## src/rtl/uart_rx_core.sv

```systemverilog
// uart_rx_core
//   UART receiver, 8 data bits, 1 stop bit, LSB first, followed by a
//   first-word-fall-through receive FIFO with a valid/ready read port.
//
//   Optional feature macro: UART_RX_PARITY_EN
//     When defined, a parity bit can be expected between the data bits and
//     the stop bit (cfg_parity_en / cfg_parity_odd); a mismatch pulses
//     err_parity_o and the byte is not pushed.
//
// Ports
//   clk, rst_n          system clock, asynchronous active-low reset
//   cfg_en              receiver enable; low forces the FSM back to IDLE
//   cfg_div             clock cycles per bit (>= 4), latched at frame start
//   rx_i                serial line, idle high, asynchronous to clk
//   rx_data_o           head-of-FIFO byte
//   rx_valid_o          FIFO not empty
//   rx_ready_i          pops the head when rx_valid_o is also high
//   fifo_level_o        FIFO occupancy, 0..FIFO_DEPTH
//   busy_o              FSM not in IDLE
//   err_frame_o         1-cycle pulse: stop bit sampled low
//   err_overrun_o       1-cycle pulse: good byte dropped because FIFO full
//   cfg_parity_en, cfg_parity_odd, err_parity_o   (UART_RX_PARITY_EN only)
module uart_rx_core #(
    parameter int FIFO_DEPTH = 8,
    parameter int DIV_W      = 16
) (
    input  logic                        clk,
    input  logic                        rst_n,
    input  logic                        cfg_en,
    input  logic [DIV_W-1:0]            cfg_div,
`ifdef UART_RX_PARITY_EN
    input  logic                        cfg_parity_en,
    input  logic                        cfg_parity_odd,
    output logic                        err_parity_o,
`endif
    input  logic                        rx_i,
    output logic [7:0]                  rx_data_o,
    output logic                        rx_valid_o,
    input  logic                        rx_ready_i,
    output logic [$clog2(FIFO_DEPTH):0] fifo_level_o,
    output logic                        busy_o,
    output logic                        err_frame_o,
    output logic                        err_overrun_o
);

    localparam int AW = $clog2(FIFO_DEPTH);
    localparam int LW = AW + 1;

    typedef enum logic [2:0] {
        S_IDLE, S_START, S_DATA, S_PARITY, S_STOP, S_BREAK
    } state_t;

    // ------------------------------------------------------------------
    // Input synchroniser; flops reset to the idle line level so reset
    // release never looks like a start bit.
    // ------------------------------------------------------------------
    logic rx_meta, rxs;

    always_ff @(posedge clk or negedge rst_n) begin
        if (!rst_n) begin
            rx_meta <= 1'b1;
            rxs     <= 1'b1;
        end else begin
            rx_meta <= rx_i;
            rxs     <= rx_meta;
        end
    end

    // ------------------------------------------------------------------
    // Receive FSM
    // ------------------------------------------------------------------
    state_t           state;
    logic [DIV_W-1:0] cnt;
    logic [DIV_W-1:0] div_q;
    logic [2:0]       bit_idx;
    logic [7:0]       shreg;
    logic             push_pend;   // good byte in shreg, FIFO writes it next edge
    logic             par_ok;

    logic [DIV_W-1:0] half_m1, full_m1;
    assign half_m1 = (div_q >> 1) - DIV_W'(1);
    assign full_m1 = div_q - DIV_W'(1);

`ifdef UART_RX_PARITY_EN
    logic par_en_q, par_odd_q, par_bad;
    assign par_ok = ~par_bad;
`else
    assign par_ok = 1'b1;
`endif

    assign busy_o = (state != S_IDLE);

    always_ff @(posedge clk or negedge rst_n) begin
        if (!rst_n) begin
            state       <= S_IDLE;
            cnt         <= '0;
            div_q       <= '0;
            bit_idx     <= '0;
            shreg       <= '0;
            push_pend   <= 1'b0;
            err_frame_o <= 1'b0;
`ifdef UART_RX_PARITY_EN
            par_en_q     <= 1'b0;
            par_odd_q    <= 1'b0;
            par_bad      <= 1'b0;
            err_parity_o <= 1'b0;
`endif
        end else begin
            push_pend   <= 1'b0;
            err_frame_o <= 1'b0;
`ifdef UART_RX_PARITY_EN
            err_parity_o <= 1'b0;
`endif
            if (!cfg_en) begin
                // Partial frame discarded; FIFO is untouched.
                state <= S_IDLE;
            end else begin
                case (state)
                    S_IDLE: begin
                        if (!rxs) begin
                            state <= S_START;
                            cnt   <= '0;
                            div_q <= cfg_div;
`ifdef UART_RX_PARITY_EN
                            par_en_q  <= cfg_parity_en;
                            par_odd_q <= cfg_parity_odd;
                            par_bad   <= 1'b0;
`endif
                        end
                    end
                    S_START: begin
                        // Mid-bit recheck rejects short low glitches.
                        if (cnt == half_m1) begin
                            if (rxs) begin
                                state <= S_IDLE;
                            end else begin
                                state   <= S_DATA;
                                bit_idx <= '0;
                                cnt     <= '0;
                            end
                        end else begin
                            cnt <= cnt + DIV_W'(1);
                        end
                    end
                    S_DATA: begin
                        if (cnt == full_m1) begin
                            shreg[bit_idx] <= rxs;
                            cnt            <= '0;
                            if (bit_idx == 3'd7) begin
`ifdef UART_RX_PARITY_EN
                                state <= par_en_q ? S_PARITY : S_STOP;
`else
                                state <= S_STOP;
`endif
                            end else begin
                                bit_idx <= bit_idx + 3'd1;
                            end
                        end else begin
                            cnt <= cnt + DIV_W'(1);
                        end
                    end
`ifdef UART_RX_PARITY_EN
                    S_PARITY: begin
                        if (cnt == full_m1) begin
                            cnt   <= '0;
                            state <= S_STOP;
                            // Total ones count (data + parity bit) must be odd
                            // for odd parity, even otherwise.
                            if ((^shreg ^ rxs) != par_odd_q) begin
                                err_parity_o <= 1'b1;
                                par_bad      <= 1'b1;
                            end
                        end else begin
                            cnt <= cnt + DIV_W'(1);
                        end
                    end
`endif
                    S_STOP: begin
                        if (cnt == full_m1) begin
                            if (rxs) begin
                                state     <= S_IDLE;
                                push_pend <= par_ok;
                            end else begin
                                err_frame_o <= 1'b1;
                                state       <= S_BREAK;
                            end
                        end else begin
                            cnt <= cnt + DIV_W'(1);
                        end
                    end
                    S_BREAK: begin
                        // A line held low must return high before a new frame.
                        if (rxs) state <= S_IDLE;
                    end
                    default: state <= S_IDLE;
                endcase
            end
        end
    end

    // ------------------------------------------------------------------
    // FWFT receive FIFO. shreg is stable during the push cycle because the
    // FSM cannot reach DATA again within one cycle of leaving STOP.
    // ------------------------------------------------------------------
    logic [7:0]    mem [FIFO_DEPTH];
    logic [AW-1:0] wr_ptr, rd_ptr;
    logic [LW-1:0] level_nxt;
    logic          pop, full, wr_ok;

    assign pop       = rx_valid_o & rx_ready_i;
    assign full      = (fifo_level_o == LW'(FIFO_DEPTH));
    // A pop in the same cycle frees the slot, so a full FIFO still accepts.
    assign wr_ok     = push_pend & (~full | pop);
    assign level_nxt = fifo_level_o + LW'(wr_ok) - LW'(pop);
    assign rx_data_o = mem[rd_ptr];

    always_ff @(posedge clk or negedge rst_n) begin
        if (!rst_n) begin
            for (int i = 0; i < FIFO_DEPTH; i++) mem[i] <= '0;
            wr_ptr        <= '0;
            rd_ptr        <= '0;
            fifo_level_o  <= '0;
            rx_valid_o    <= 1'b0;
            err_overrun_o <= 1'b0;
        end else begin
            err_overrun_o <= push_pend & full & ~pop;
            if (wr_ok) begin
                mem[wr_ptr] <= shreg;
                wr_ptr      <= wr_ptr + AW'(1);
            end
            if (pop) rd_ptr <= rd_ptr + AW'(1);
            fifo_level_o <= level_nxt;
            rx_valid_o   <= (level_nxt != '0);
        end
    end

endmodule

```

## config.mk

```make
export PLATFORM = sky130hd
export DESIGN_NAME = uart_rx_core
export DESIGN_NICKNAME = d
export VERILOG_FILES = /design/src/rtl/uart_rx_core.sv
export SDC_FILE = /design/constraint.sdc
export NUM_CORES = 1
export LEC_CHECK = 0
export BUFFER_PORTS_ARGS = -buffer_cell sky130_fd_sc_hd__buf_2
export CELL_PAD_IN_SITES_DETAIL_PLACEMENT = 1
export CELL_PAD_IN_SITES_GLOBAL_PLACEMENT = 2
export CORE_UTILIZATION = 35
export CTS_CLUSTER_SIZE = 14
export DETAILED_ROUTE_END_ITERATION = 16
export PLACE_DENSITY_LB_ADDON = 0.1
export SETUP_SLACK_MARGIN = 0.02
export SLEW_MARGIN = 20
export SYNTH_ARGS = -nofsm -noshare
export SYNTH_HDL_FRONTEND = slang
export SYNTH_SLANG_ARGS = --single-unit
```

## constraint.sdc

```tcl
create_clock -name clk -period 4.4 [get_ports clk]
set_input_delay 1.1 -clock clk [delete_from_list [all_inputs] [get_ports clk]]
set_output_delay 1.1 -clock clk [all_outputs]
set_load 0.01 [all_outputs]
```

## Word-level counts from Yosys, hierarchy flattened

Cells that the tools add are included.
W data, S select, Z words.

- Eq/ne operators: 19
- Add/sub/neg operators: 8
- Magnitude comparators: 5
- Muxes and demuxes: 37
- Bitwise logic cells: 10
- Reductions and logical operators: 12

Operator list:

| kind | count |
|---|---|
| $bwmux W64 | 1 |
| $mux W16 | 4 |
| $pmux W16 S4 | 1 |
| $mux W3 | 12 |
| $eq A16 B16 Y1 | 2 |
| $bmux W8 S3 | 1 |
| $demux W8 S3 | 1 |
| $mux W8 | 3 |
| $ne A3 B3 Y1 const B | 6 |
| $add A16 B1 Y16 const B | 1 |
| $sub A15 B1 Y16 const B | 1 |
| $sub A16 B1 Y16 const B | 1 |
| $pmux W3 S5 | 1 |
| $reduce_and A6 Y1 | 2 |
| $ne A2 B2 Y1 const B | 5 |
| $add A3 B1 Y3 const B | 3 |
| $eq A3 B3 Y1 const B | 3 |
| $mux W1 | 9 |
| $reduce_and A3 Y1 | 3 |
| $bwmux W8 | 1 |
| $ge A4 B4 Y1 const B | 2 |
| $not A3 Y4 | 2 |
| $reduce_bool A4 Y1 | 2 |
| $pmux W3 S2 | 1 |
| 17 further kinds | 23 |

- Flip-flop bits (word level): 126
- Output and inout port bits: 16
- Word-level logic and storage cells: 113
- Input bits: 21

## Logic depth before layout (Yosys ltp)

- Depth after elaboration: 7
- Depth in mapped cells: 13
- Depth with buffers taken out: 11

## Least setup slack after synthesis

No wires, ideal clock.

- Path kind: register to output
- Start point: reg rd_ptr[0]
- End point: out rx_data_o[0]
- Data arrival time: 2152 ps
- Buffers on the path: 2
- Setup slack: 1148 ps
- Cell stages (with the launch flop): 5
- Required time: 3300 ps
- Path through: dfrtp_1 -> clkbuf_1 -> buf_1 -> mux4_2 -> mux2_2

- Cells in the longest elaborated chain, start to end: 4

RTL lines:

| element | RTL line | source |
|---|---|---|
| start: declaration | 206 | `logic [AW-1:0] wr_ptr, rd_ptr;` |
| start signal: assignment | 231 | `if (pop) rd_ptr <= rd_ptr + AW'(1);` |
| $not A3 Y4 (implied by the code) | 215 | `assign rx_data_o = mem[rd_ptr];` |
| $bmux W8 S3 | 215 |  |
| $mux W8 (implied by the code) (2 in series) | 215 |  |
| end: declaration | 37 | `output logic [7:0] rx_data_o,` |

Every way passes these cells. The select of a mux whose other input is x is not followed.

## Worst setup path in the final report

- Start point: reg div_q[1]
- End point: reg cnt[13]

- Cells in the longest elaborated chain, start to end: 4
- Elaborated cells between the ends (all ways): 9
- Those cells by class: add/sub: 2; eq/ne: 3; mux: 3; reduce/logical: 1

RTL lines:

| element | RTL line | source |
|---|---|---|
| start: declaration | 74 | `logic [DIV_W-1:0] div_q;` |
| start signal: assignment | 123 | `div_q <= cfg_div;` |
| $sub A16 B1 Y16 / $sub A15 B1 Y16 (equally long branches) | 82, 81 |  |
| $eq A16 B16 Y1 (on tied branches) | 146, 179, 133 |  |
| $mux W16 (tied with other cells) | 146 | `if (cnt == full_m1) begin` |
| $pmux W16 S4 / $reduce_and A3 Y1 (equally long branches) | -- |  |
| end signal: assignment | 142 | `cnt <= cnt + DIV_W'(1);` |
| end signal: assignment | 159 | `cnt <= cnt + DIV_W'(1);` |
| end signal: assignment | 188 | `cnt <= cnt + DIV_W'(1);` |
| end: declaration | 73 | `logic [DIV_W-1:0] cnt;` |

Several ways; a longest one is shown, not always the timed one.
A chain may end at the register's enable or synchronous reset.

==> results.sh <==
export IMPL_outcome="complete, no violations"
export IMPL_critPathLaunchType="flop"
export IMPL_path_clk_slew_ns=0.06
export IMPL_dieArea_um2=20870
export IMPL_drtAntennaViolNets=0
export IMPL_final_max_slew_viol_count=0
export IMPL_synth_area_leaders="dfrtp_1 44%, mux2_2 14%, mux4_2 5.1%"
export IMPL_drv_cap=0
export IMPL_synthAdderAreaFrac=0.02395
export IMPL_power_w=0.003539
export IMPL_rr_startpoint="div_q[1]"
export IMPL_holdPathEnd="rxs"
export IMPL_synth_top_family_by_area="multiplexers"
export IMPL_die_x_um=144.5
export IMPL_start_util=0.3615
export IMPL_setup_viol=0
export IMPL_power_switching_w=0.001117
export IMPL_cts_hold_buffers_added=0
export IMPL_hold_depth=0
export IMPL_insertion_delay_ns=0.42
export IMPL_tightest_slew_ns=0.8603
export IMPL_finClkSkew_ns=0.01303
export IMPL_p_int_w=0.002422
export IMPL_hp_class="flop to flop"
export IMPL_placed_area_um2=7537
export IMPL_grt_pass1_wl_um=30350
export IMPL_worstPathMaxFanout=10
export IMPL_layout_setup_ws_ns=0.4498
export IMPL_design_area_um2=8138
export IMPL_power_leakage_nw=3.573
export IMPL_routed_wl_um=18380
export IMPL_power_frac_seq=0.400
export IMPL_area_growth_pct=14.55
export IMPL_grt_pass1_vias=5459
export IMPL_hpwl_um=13320
export IMPL_fin_nets=699
export IMPL_drt_iter0_markers=217
export IMPL_seq_area_frac_synth=0.4442
export IMPL_holdWs_ns=0.3577
export IMPL_grtUsageTotal=0.1940
export IMPL_yosysTopAreaCell="dfrtp_1"
export IMPL_critPathSlowestCell="nor4b_1"
export IMPL_synth_compound_area_frac=0.09299
export IMPL_max_stage_delay_ns=0.65
export IMPL_setup_tns_ns=0
export IMPL_holdCritStartpoint="rx_meta"
export IMPL_numCtsBuffers=17
export IMPL_antenna_found_initial=0
export IMPL_final_hold_viol_count=0
export IMPL_rsz0062_at_grt="false"
export IMPL_synth_flop_cell="dfrtp_1"
export IMPL_powerDensity_nw_per_um2=434.8
export IMPL_synth_top_area_share=0.4368
export IMPL_synth_area_um2=7104
export IMPL_drt_pass1_iterations=4
export IMPL_cts_tree="yes"
export IMPL_cts_setup_buffers=0
export IMPL_antennaDiodeCount=0
export IMPL_wl_per_cell_um=19.49
export IMPL_synthXorXnorAreaFrac=0.05178
export IMPL_layout_common_cells="124 x dfrtp_1, 88 x mux2_2, 44 x nand2_1"
export IMPL_ys_types=71
export IMPL_syn_nets=672
export IMPL_h_tree_depth=4
export IMPL_cts_resized=0
export IMPL_coreArea_um2=19650
export IMPL_cp_data_required_time_ns=4.70
export IMPL_fin_crit_ns=3.950
export IMPL_rr_worst_depth=11
export IMPL_power_switching_share=0.3155
export IMPL_synth_simple_area_share=0.1553
export IMPL_worstSetupEndpointType="flop"
export IMPL_gp_congestion=0.7788
export IMPL_max_slew_margin_rel=0.4265
export IMPL_criticalPathCategory="flop to flop"
export IMPL_fmax_ghz=0.2531
export IMPL_cts_num_sinks=126
export IMPL_path_cells="inv_1 -> ha_1 -> nor4b_1 -> nand2_1 -> o311ai_0 -> nor2_1 -> nor4_1 -> o22ai_1 -> or2_0 -> o211a_1 -> o31a_1"
export IMPL_crit_arrival_ns=4.25
export IMPL_yosys_mux_area_fraction=0.1944
export IMPL_die_y_um=144.5
export IMPL_layout_commonest_cell="dfrtp_1"
export IMPL_synth_warnings=0
export IMPL_clockRootBuffer="clkbuf_16"
export IMPL_grt_overflow=0
export IMPL_combPwrFrac=0.198
export IMPL_ir_drop_mv=0.2619
export IMPL_pwr_share_clk=0.402
export IMPL_postSynthCellCount=638
export IMPL_ff2ff_setup_slack_ns=0.45
export IMPL_grt_max_degree=81
export IMPL_avgSynthCellArea_um2=11.14
export IMPL_min_period_over_period=0.8978
export IMPL_portBuffers=36
export IMPL_io_pins=37
export IMPL_async_reset_ff_frac=1.000
export IMPL_final_layout_size_suffix_gt1_frac=0.2920
export IMPL_synth_edf_count=0
export IMPL_dpl_worst_slack_ns=0.4747
export IMPL_drc=0
export IMPL_cts_path_max_buffers=2
export IMPL_fp_row_count=51
export IMPL_ys_ff_latch=126
export IMPL_vias=5078
export IMPL_vias_per_cell=5.385
export IMPL_r2r_end="cnt[13]"
==> power by group through the flow <==
stage	clock network [W]	registers (W)	logic (W)
2_1_floorplan	0	0.00132	0.000607
3_3_place_gp	0	0.00144	0.000694
3_5_place_dp	0	0.00144	0.000715
4_1_cts	0.00147	0.00142	0.000718
5_1_grt	0.00152	0.00143	0.000789
6_report	0.00142	0.00142	0.000699
==> metrics by stage <==
| stage | utilization | std cells |
|---|---|---|
| 5_1_grt | 0.4141 | 943 |
| 4_1_cts | 0.4139 | 943 |
| 2_1_floorplan | - | 638 |
| 6_report | 0.4141 | 943 |
| 3_5_place_dp | 0.3835 | 911 |
| 3_3_place_gp | 0.3835 | 911 |
==> per-layer routing <==
metal / routed length, um / global-route usage
met2: 9518 / 0.3388
met5: 0 / 0
met3: 404 / 0.03510
met1: 8264 / 0.2423
met4: 188 / 0.05762
==> Yosys cell counts, drive strengths merged (16+ instances only) <==
cell	n
o21ai	24
dfrtp	124
nor3	17
mux4	16
nand2	44
clkbuf	25
nor2	30
inv	25
mux2	88
nand3	19
xnor2	33
==> critical path: cells and delay by family (launching register included) <==
kind	cells	cell delay, ns
and+or+nand+nor	5	1.77
adders and majority gates	1	0.37
buffers and inverters	1	0.12
AOI/OAI and AO/OA	4	1.13
DFF	1	0.42
==> cell families after synthesis <==
family | count (synthesis)
flip-flops | 126
XOR/XNOR | 42
adder cells (fa/ha/maj) | 13
buffers and inverters | 63
multiplexers | 107
AND/OR/NAND/NOR | 191
AO/OA/AOI/OAI | 96
==> registers in the layout, indices dropped and copies added (netlist names) <==
register / count
mem: 64
cnt: 16
div_q: 16
shreg: 8
fifo_level_o: 4
bit_idx: 3
rd_ptr: 3
state: 3
wr_ptr: 3
err_frame_o: 1
err_overrun_o: 1
push_pend: 1
rx_meta: 1
rx_valid_o: 1
rxs: 1
==> how the worst max path moves through the flow <==
stage	cells after the start	start	end	slack [ns]
4_1_cts	11	div_q[1]	cnt[13]	0.45
6_report	11	div_q[1]	cnt[13]	0.45
2_1_floorplan	4	rd_ptr[0]	rx_data_o[0]	1.15
5_1_grt	11	div_q[1]	cnt[13]	0.1
3_3_place_gp	11	div_q[2]	cnt[13]	0.63
3_5_place_dp	11	div_q[1]	cnt[13]	0.47
==> final cells by class <==
class	instances	area, um^2
Inverter	26	97.59
Fill cell	2177	11520
Clock buffer	18	439.2
Timing Repair Buffer	45	266.5
Multi-Input combinational cell	449	3690
Sequential cell	126	3156
Clock inverter	14	157.7
Tap cell	265	331.6
No activity file was read; power rests on OpenSTA's default activity.
